`config.mk`:
```
export PLATFORM = sky130hd
export DESIGN_NAME = exec_stage_param
export DESIGN_NICKNAME = d
export VERILOG_FILES = /design/src/rtl/exec_stage_param.sv
export SDC_FILE = /design/constraint.sdc
export NUM_CORES = 1
export LEC_CHECK = 0
export BUFFER_PORTS_ARGS = -buffer_cell sky130_fd_sc_hd__buf_2
export CAP_MARGIN = 20
export CORE_UTILIZATION = 35
export CTS_CLUSTER_DIAMETER = 150
export DETAILED_ROUTE_END_ITERATION = 10
export GPL_ROUTABILITY_DRIVEN = 0
export PLACE_DENSITY_LB_ADDON = 0.08
export SYNTH_ARGS = -nofsm -noshare
export SYNTH_HDL_FRONTEND = slang
export SYNTH_SLANG_ARGS = --single-unit
```
`constraint.sdc`:
```
create_clock -name clk -period 5.1 [get_ports clk]
set_input_delay 0.51 -clock clk [delete_from_list [all_inputs] [get_ports clk]]
set_output_delay 0.51 -clock clk [all_outputs]
set_load 0.02 [all_outputs]
```
`src/rtl/exec_stage_param.sv`:
```
// Execute stage: ALU, branch resolution and the {N,C,Z} flag register, one op per cycle.
// Define EXEC_STAGE_MUL_EN to build the multi-cycle shift-add MUL; without it, code 11 is a NOP.
module exec_stage_param #(
    parameter int WIDTH   = 16,
    parameter int SHAMT_W = $clog2(WIDTH)
) (
    input  logic             clk,
    input  logic             rst,
    input  logic             in_valid,
    output logic             in_ready,
    input  logic             alu_src,
    input  logic             branch,
    input  logic [3:0]       func,
    input  logic [WIDTH-1:0] read_data1,
    input  logic [WIDTH-1:0] read_data2,
    input  logic [WIDTH-1:0] imm,
    output logic             out_valid,
    output logic [WIDTH-1:0] alu_result,
    output logic             branch_taken,
    output logic [2:0]       flags
);

    localparam int FN = 2;
    localparam int FC = 1;
    localparam int FZ = 0;
    localparam logic [WIDTH:0] ONE_W = {{WIDTH{1'b0}}, 1'b1};

    typedef enum logic [3:0] {
        OP_NOP = 4'd0, OP_ADD, OP_SUB, OP_AND, OP_OR, OP_NOT, OP_INC, OP_DEC,
        OP_SHL, OP_SHR, OP_MOV, OP_MUL, OP_SETC, OP_CLRC
    } alu_op_e;

    typedef enum logic [1:0] {BR_JZ, BR_JN, BR_JC, BR_JMP} br_cond_e;

    logic [WIDTH-1:0]   op_a;
    logic [WIDTH-1:0]   op_b;
    logic [SHAMT_W-1:0] shamt;
    logic               accept;

    logic [WIDTH-1:0]   result_q, result_d;
    logic [2:0]         flags_q, flags_d;
    logic               valid_q, valid_d;
    logic               taken_q, taken_d;

    logic [WIDTH-1:0]   alu_res;
    logic [WIDTH:0]     wide;
    logic               carry;
    logic               upd_nz;

    assign op_a   = alu_src ? imm : read_data1;
    assign op_b   = read_data2;
    assign shamt  = op_b[SHAMT_W-1:0];
    assign accept = in_valid & in_ready;

`ifdef EXEC_STAGE_MUL_EN
    localparam int CNT_W = $clog2(WIDTH + 1);

    typedef enum logic {S_IDLE, S_MUL} state_e;

    state_e             state_q, state_d;
    logic [CNT_W-1:0]   cnt_q, cnt_d;
    logic [2*WIDTH-1:0] mcand_q, mcand_d;
    logic [2*WIDTH-1:0] prod_q, prod_d;
    logic [2*WIDTH-1:0] prod_step;
    logic [WIDTH-1:0]   mplier_q, mplier_d;
    logic               mul_start;
    logic               mul_done;

    assign mul_start = accept & ~branch & (func == OP_MUL);
    assign in_ready  = ~rst & (state_q == S_IDLE);

    // One multiplier bit per cycle: add the shifted multiplicand when the current LSB is set.
    always_comb begin
        // NOTE: every always_comb output gets a default first so no path can infer a latch.
        state_d   = state_q;
        cnt_d     = cnt_q;
        mcand_d   = mcand_q;
        mplier_d  = mplier_q;
        prod_d    = prod_q;
        mul_done  = 1'b0;
        prod_step = prod_q + (mplier_q[0] ? mcand_q : '0);
        case (state_q)
            S_IDLE: begin
                if (mul_start) begin
                    state_d  = S_MUL;
                    cnt_d    = '0;
                    mcand_d  = {{WIDTH{1'b0}}, op_a};
                    mplier_d = op_b;
                    prod_d   = '0;
                end
            end
            S_MUL: begin
                prod_d   = prod_step;
                mcand_d  = mcand_q << 1;
                mplier_d = mplier_q >> 1;
                cnt_d    = cnt_q + 1'b1;
                if (cnt_d == CNT_W'(WIDTH)) begin
                    mul_done = 1'b1;
                    state_d  = S_IDLE;
                end
            end
            default: state_d = S_IDLE;
        endcase
    end

    always_ff @(posedge clk) begin
        if (rst) begin
            state_q  <= S_IDLE;
            cnt_q    <= '0;
            mcand_q  <= '0;
            mplier_q <= '0;
            prod_q   <= '0;
        end else begin
            state_q  <= state_d;
            cnt_q    <= cnt_d;
            mcand_q  <= mcand_d;
            mplier_q <= mplier_d;
            prod_q   <= prod_d;
        end
    end
`else
    assign in_ready = ~rst;
`endif

    always_comb begin
        result_d = result_q;
        flags_d  = flags_q;
        valid_d  = 1'b0;
        taken_d  = taken_q;
        alu_res  = '0;
        wide     = '0;
        carry    = flags_q[FC];
        upd_nz   = 1'b0;
        if (accept) begin
            valid_d  = 1'b1;
            taken_d  = 1'b0;
            result_d = '0;
            if (branch) begin
                // A taken conditional branch consumes the flag it tested.
                case (func[1:0])
                    BR_JZ: if (flags_q[FZ]) begin taken_d = 1'b1; flags_d[FZ] = 1'b0; end
                    BR_JN: if (flags_q[FN]) begin taken_d = 1'b1; flags_d[FN] = 1'b0; end
                    BR_JC: if (flags_q[FC]) begin taken_d = 1'b1; flags_d[FC] = 1'b0; end
                    default: taken_d = 1'b1;
                endcase
            end else begin
                case (func)
                    OP_ADD: begin
                        wide = {1'b0, op_a} + {1'b0, op_b};
                        alu_res = wide[WIDTH-1:0]; carry = wide[WIDTH]; upd_nz = 1'b1;
                    end
                    OP_SUB: begin
                        wide = {1'b0, op_a} - {1'b0, op_b};
                        alu_res = wide[WIDTH-1:0]; carry = wide[WIDTH]; upd_nz = 1'b1;
                    end
                    OP_AND: begin alu_res = op_a & op_b; upd_nz = 1'b1; end
                    OP_OR:  begin alu_res = op_a | op_b; upd_nz = 1'b1; end
                    OP_NOT: begin alu_res = ~op_a;       upd_nz = 1'b1; end
                    OP_INC: begin
                        wide = {1'b0, op_a} + ONE_W;
                        alu_res = wide[WIDTH-1:0]; carry = wide[WIDTH]; upd_nz = 1'b1;
                    end
                    OP_DEC: begin
                        wide = {1'b0, op_a} - ONE_W;
                        alu_res = wide[WIDTH-1:0]; carry = wide[WIDTH]; upd_nz = 1'b1;
                    end
                    OP_SHL: begin
                        wide = {1'b0, op_a} << shamt;
                        alu_res = wide[WIDTH-1:0]; upd_nz = 1'b1;
                        if (shamt != '0) carry = wide[WIDTH];
                    end
                    OP_SHR: begin
                        wide = {op_a, 1'b0} >> shamt;
                        alu_res = wide[WIDTH:1]; upd_nz = 1'b1;
                        if (shamt != '0) carry = wide[0];
                    end
                    OP_MOV: begin alu_res = op_a; upd_nz = 1'b1; end
                    OP_MUL: begin
`ifdef EXEC_STAGE_MUL_EN
                        valid_d = 1'b0;
`endif
                    end
                    OP_SETC: carry = 1'b1;
                    OP_CLRC: carry = 1'b0;
                    default: ;
                endcase
                flags_d[FC] = carry;
                if (upd_nz) begin
                    result_d    = alu_res;
                    flags_d[FN] = alu_res[WIDTH-1];
                    flags_d[FZ] = (alu_res == '0);
                end
            end
        end
`ifdef EXEC_STAGE_MUL_EN
        if (mul_done) begin
            valid_d  = 1'b1;
            taken_d  = 1'b0;
            result_d = prod_step[WIDTH-1:0];
            flags_d  = {prod_step[WIDTH-1], |prod_step[2*WIDTH-1:WIDTH],
                        (prod_step[WIDTH-1:0] == '0)};
        end
`endif
    end

    // NOTE: sequential state uses non-blocking assignments so every register samples pre-edge values.
    always_ff @(posedge clk) begin
        if (rst) begin
            result_q <= '0;
            flags_q  <= '0;
            valid_q  <= 1'b0;
            taken_q  <= 1'b0;
        end else begin
            result_q <= result_d;
            flags_q  <= flags_d;
            valid_q  <= valid_d;
            taken_q  <= taken_d;
        end
    end

    assign out_valid    = valid_q;
    assign alu_result   = result_q;
    assign branch_taken = taken_q;
    assign flags        = flags_q;

endmodule
```
==> metrics.md <==
| Metric | Value |
|---|---|
| CTS H-Tree Depth | 1 |
| Max FO, Critical Path | 32 |
| Max-cap violations | 0 |
| Mapped Area | 6750 um^2 |
| Initial DRT Pass Iterations | 5 |
| Hold buffer count at CTS | 0 |
| Leading cell types by total area after synthesis | sky130_fd_sc_hd__ha_1 9.5%, sky130_fd_sc_hd__mux2i_1 7.3%, sky130_fd_sc_hd__dfxtp_1 6.2% |
| Dpl cells | 1201 |
| Count of unresolved DRC violations after routing | 0 |
| Post-synthesis area per instance | ~7.3 um^2 |
| Final worst path period need | around 4300 ps |
| Number of enable-type register cells in the synthesized netlist | 0 |
| Wire length reported by the detailed router | between 20000 and 30000 um |
| Number of global-route vias before repair | 7252 |
| Sequential area share after synthesis | around 6.2% |
| Full die area | between 15000 and 20000 um^2 |
| Initial antenna violation count | 0 |
| Unrepaired setup endpoints after global routing | no |
| Placement-stage cell area | 7320 um^2 |
| Inserted Clock Buffers | 3 |
| Least-Margin Pin Slew | 875 ps |
| Post-route non-filler standard cell count | 1205 |
| Share of layout cells above drive strength 1 | 18.1% |
| Most frequently used flop master after synthesis | sky130_fd_sc_hd__dfxtp_1 |
| Post-synth net total | roughly 1000 |
| Accumulated negative setup slack | 0 ps |
| Share of the synthesized area in the top cell type | 9.46% |
| Area of the core | 18800 um^2 |
| Global Route Usage Sum | 28.5% |
| Clk Latency, worst-skew pair | 260 ps |
| Crit share post-route | a little over four fifths |
| Clock tree sinks | 21 |
| Count of mapped cells out of synthesis | 930 |
| Starting density of the core | 35.9% |
| Number of hold violations in the final report | 0 |
| Highest clock rate | 0.234 GHz |
| Clk_skew | 1.94 ps |
| Required time worst endpoint | 5270 ps |
| Clock Tree Buf Depth | 2 |
| First-pass GRT wire length | 43800 um |
| Root Buffer Master | sky130_fd_sc_hd__clkbuf_16 |
| Delay-heaviest family, CP | simple AND/OR/NAND/NOR gates |
| Clock tree from TritonCTS | built |
| Count of nets after finishing | 1082 |
| Final HPWL DP | 22500 um |
| Cell row count | 50 |
| Clock Pin Slew Worst Setup and Hold Paths | 60 ps |
| Post-layout util | 39.4% |
| Count of cells resized by post-cts repair | 0 |
| IO Port Bufs | 78 |
| Peak supply drop | 0.0981 mV |
| Growth of design area from synthesis to finish | 9.68% |
| I/O Pins | 79 |
| Startpoint-to-endpoint class of the critical path | input port to flop |
| Leakage component of the power | 3.04 nW |
| Drt initial violations | 798 |
| Proportion of synthesized flip-flops having asynchronous set or reset | 0% |
| Number of inserted diodes | 0 |
| Vert. Die Dim | between 100 and 150 um |
| Type of the most critical hold path | flop to flop |
| Worst path most repeated cell | sky130_fd_sc_hd__buf_4 |
| Pin count of the biggest net entering global routing | 44 |
| Result of the run | finished, final reports clean |
| Crit end category | flop |
| Via Count | roughly 7700 |
| Number of distinct standard cells referenced by the synthesized netlist | 85 |
| Finish-stage setup viols | 0 |
| Max-Slew Margin vs Limit | 41.5% |
| Post-CTS Setup Inserts | 0 |
| Average wire per cell in the routed design | 23.6 um |
| Worst path cell trace | buf_2 -> buf_4 -> buf_4 -> nor4b_1 -> o22ai_1 -> or3_1 -> nor3_1 -> xnor2_1 -> o221ai_1 -> or4_4 -> nor2_1 -> nand4b_1 -> o31ai_2 |
| Library cell with the largest summed area after synthesis | sky130_fd_sc_hd__ha_1 |
| Total count of max-transition violations in the final report | 0 |
| Width of the die | between 100 and 150 um |
| Number of register bits inferred by synthesis | 21 |
| Slowest cell on the critical path | sky130_fd_sc_hd__or4_4 |
| Layout Cell Area excl Fill | 7400 um^2 |
| Routed vias/inst | 6.42 |
| Count of nets left with antenna violations after detail routing | 0 |
| Synthesis Warnings | 0 |
| Data arrival time at the worst-slack endpoint | 4450 ps |
| Launching element type of the critical path | input port |
| Total global routing overflow | 0 |
| Slowest cell delay on critical path | 560 ps |
| WP buf/inv | 3 |
| Power per cell area | 148 nW/um^2 |
metrics by stage:
stage                     hold WS, ps  total power [W]  setup slack [ps]
after floorplan                   544         0.000680              1290
after global placement            460         0.000921               732
after detailed placement          464         0.000913               689
after CTS                         474          0.00109               929
after global routing              490          0.00117               649
final                             469          0.00110               826
kinds of logic (layout without fill, tap and decap cells):
kind of cell    Yosys count  after routing  share of synthesized area [%]
simple gates            340            340                           26.0
compound gates          265            265                           27.5
buf+inv                 126            167                           8.05
mux                      91             91                           17.7
fa+ha+maj                53             53                           10.1
xor+xnor                 34             34                           4.41
flops                    21             21                           6.23
cell type report:
class                      instances  area [um^2]
fill                            2057        11400
clock inverter                     1         5.00
inverter                          58          218
sequential                        21          420
tap                              234          293
multi-input combinational        783         5780
timing repair buffer             105          606
clock buffer                       3         75.1
power by group:
group          switching (W)  total, W  internal, W
clock              0.0000665  0.000172     0.000106
combinational       0.000471  0.000752     0.000281
sequential        0.00000328  0.000174     0.000171
metal layers:
metal  vias up  global-route usage, %  wire, um
li1       3592                      -         -
met1      3726                   41.2     13100
met2       371                   45.2     12700
met3        46                   3.46      2080
met4         0                   6.12       641
met5         -                      0         0
cells in the final DEF, fill, tap and decap left out, types with 6 or more instances in the layout:
master	netlist	routed
sky130_fd_sc_hd__mux4_2	17	17
sky130_fd_sc_hd__dfxtp_1	21	21
sky130_fd_sc_hd__nor2b_1	20	20
sky130_fd_sc_hd__mux2i_1	49	49
sky130_fd_sc_hd__ha_1	51	51
sky130_fd_sc_hd__buf_4	5	26
sky130_fd_sc_hd__nand2b_1	17	17
sky130_fd_sc_hd__a32oi_1	10	10
sky130_fd_sc_hd__o22ai_1	27	27
sky130_fd_sc_hd__nor2_1	79	79
sky130_fd_sc_hd__o221ai_1	13	13
sky130_fd_sc_hd__o21ai_0	30	30
sky130_fd_sc_hd__and3_1	9	9
sky130_fd_sc_hd__a211oi_1	14	14
sky130_fd_sc_hd__a31oi_1	17	17
sky130_fd_sc_hd__nor3_1	30	30
sky130_fd_sc_hd__nor4_1	12	12
sky130_fd_sc_hd__mux2i_2	6	6
sky130_fd_sc_hd__nand4_1	8	8
sky130_fd_sc_hd__o211ai_1	19	19
sky130_fd_sc_hd__or3_1	8	8
sky130_fd_sc_hd__a21oi_1	50	50
sky130_fd_sc_hd__nand2_1	80	80
sky130_fd_sc_hd__nand3_1	28	28
sky130_fd_sc_hd__a22oi_1	13	13
sky130_fd_sc_hd__and2_1	9	9
sky130_fd_sc_hd__xnor2_1	31	31
sky130_fd_sc_hd__inv_1	52	52
sky130_fd_sc_hd__buf_2	15	78
sky130_fd_sc_hd__mux2_2	17	17
sky130_fd_sc_hd__a2111oi_0	6	6
tightest hold or removal path, stage by stage (launching register included):
cell,delay [ps]
sky130_fd_sc_hd__dfxtp_1,300
sky130_fd_sc_hd__nand2b_1,60
sky130_fd_sc_hd__a21oi_1,60
registers in the layout (all words and copies together), names as in the netlist:
register / flops
out_valid: 1
flags: 3
branch_taken: 1
alu_result: 16
final timing paths:
path,cells after the start,end,slack [ps],startpoint
hold / removal,2,branch_taken,470,branch_taken
hold reg to reg,2,branch_taken,470,branch_taken
setup / recovery,13,flags[0],830,alu_src
setup reg to reg,4,branch_taken,4140,flags[0]
cell usage after synthesis (all sizes together), types with 18 or more instances:
cell     n
a21oi   51
buf     25
clkbuf  43
dfxtp   21
ha      51
inv     56
mux2i   56
mux4    18
nand2   80
nand3   28
nor2    80
nor2b   20
nor3    33
o211ai  19
o21ai   30
o22ai   27
xnor2   31
Note: power is estimated with default switching activity, not from simulation.
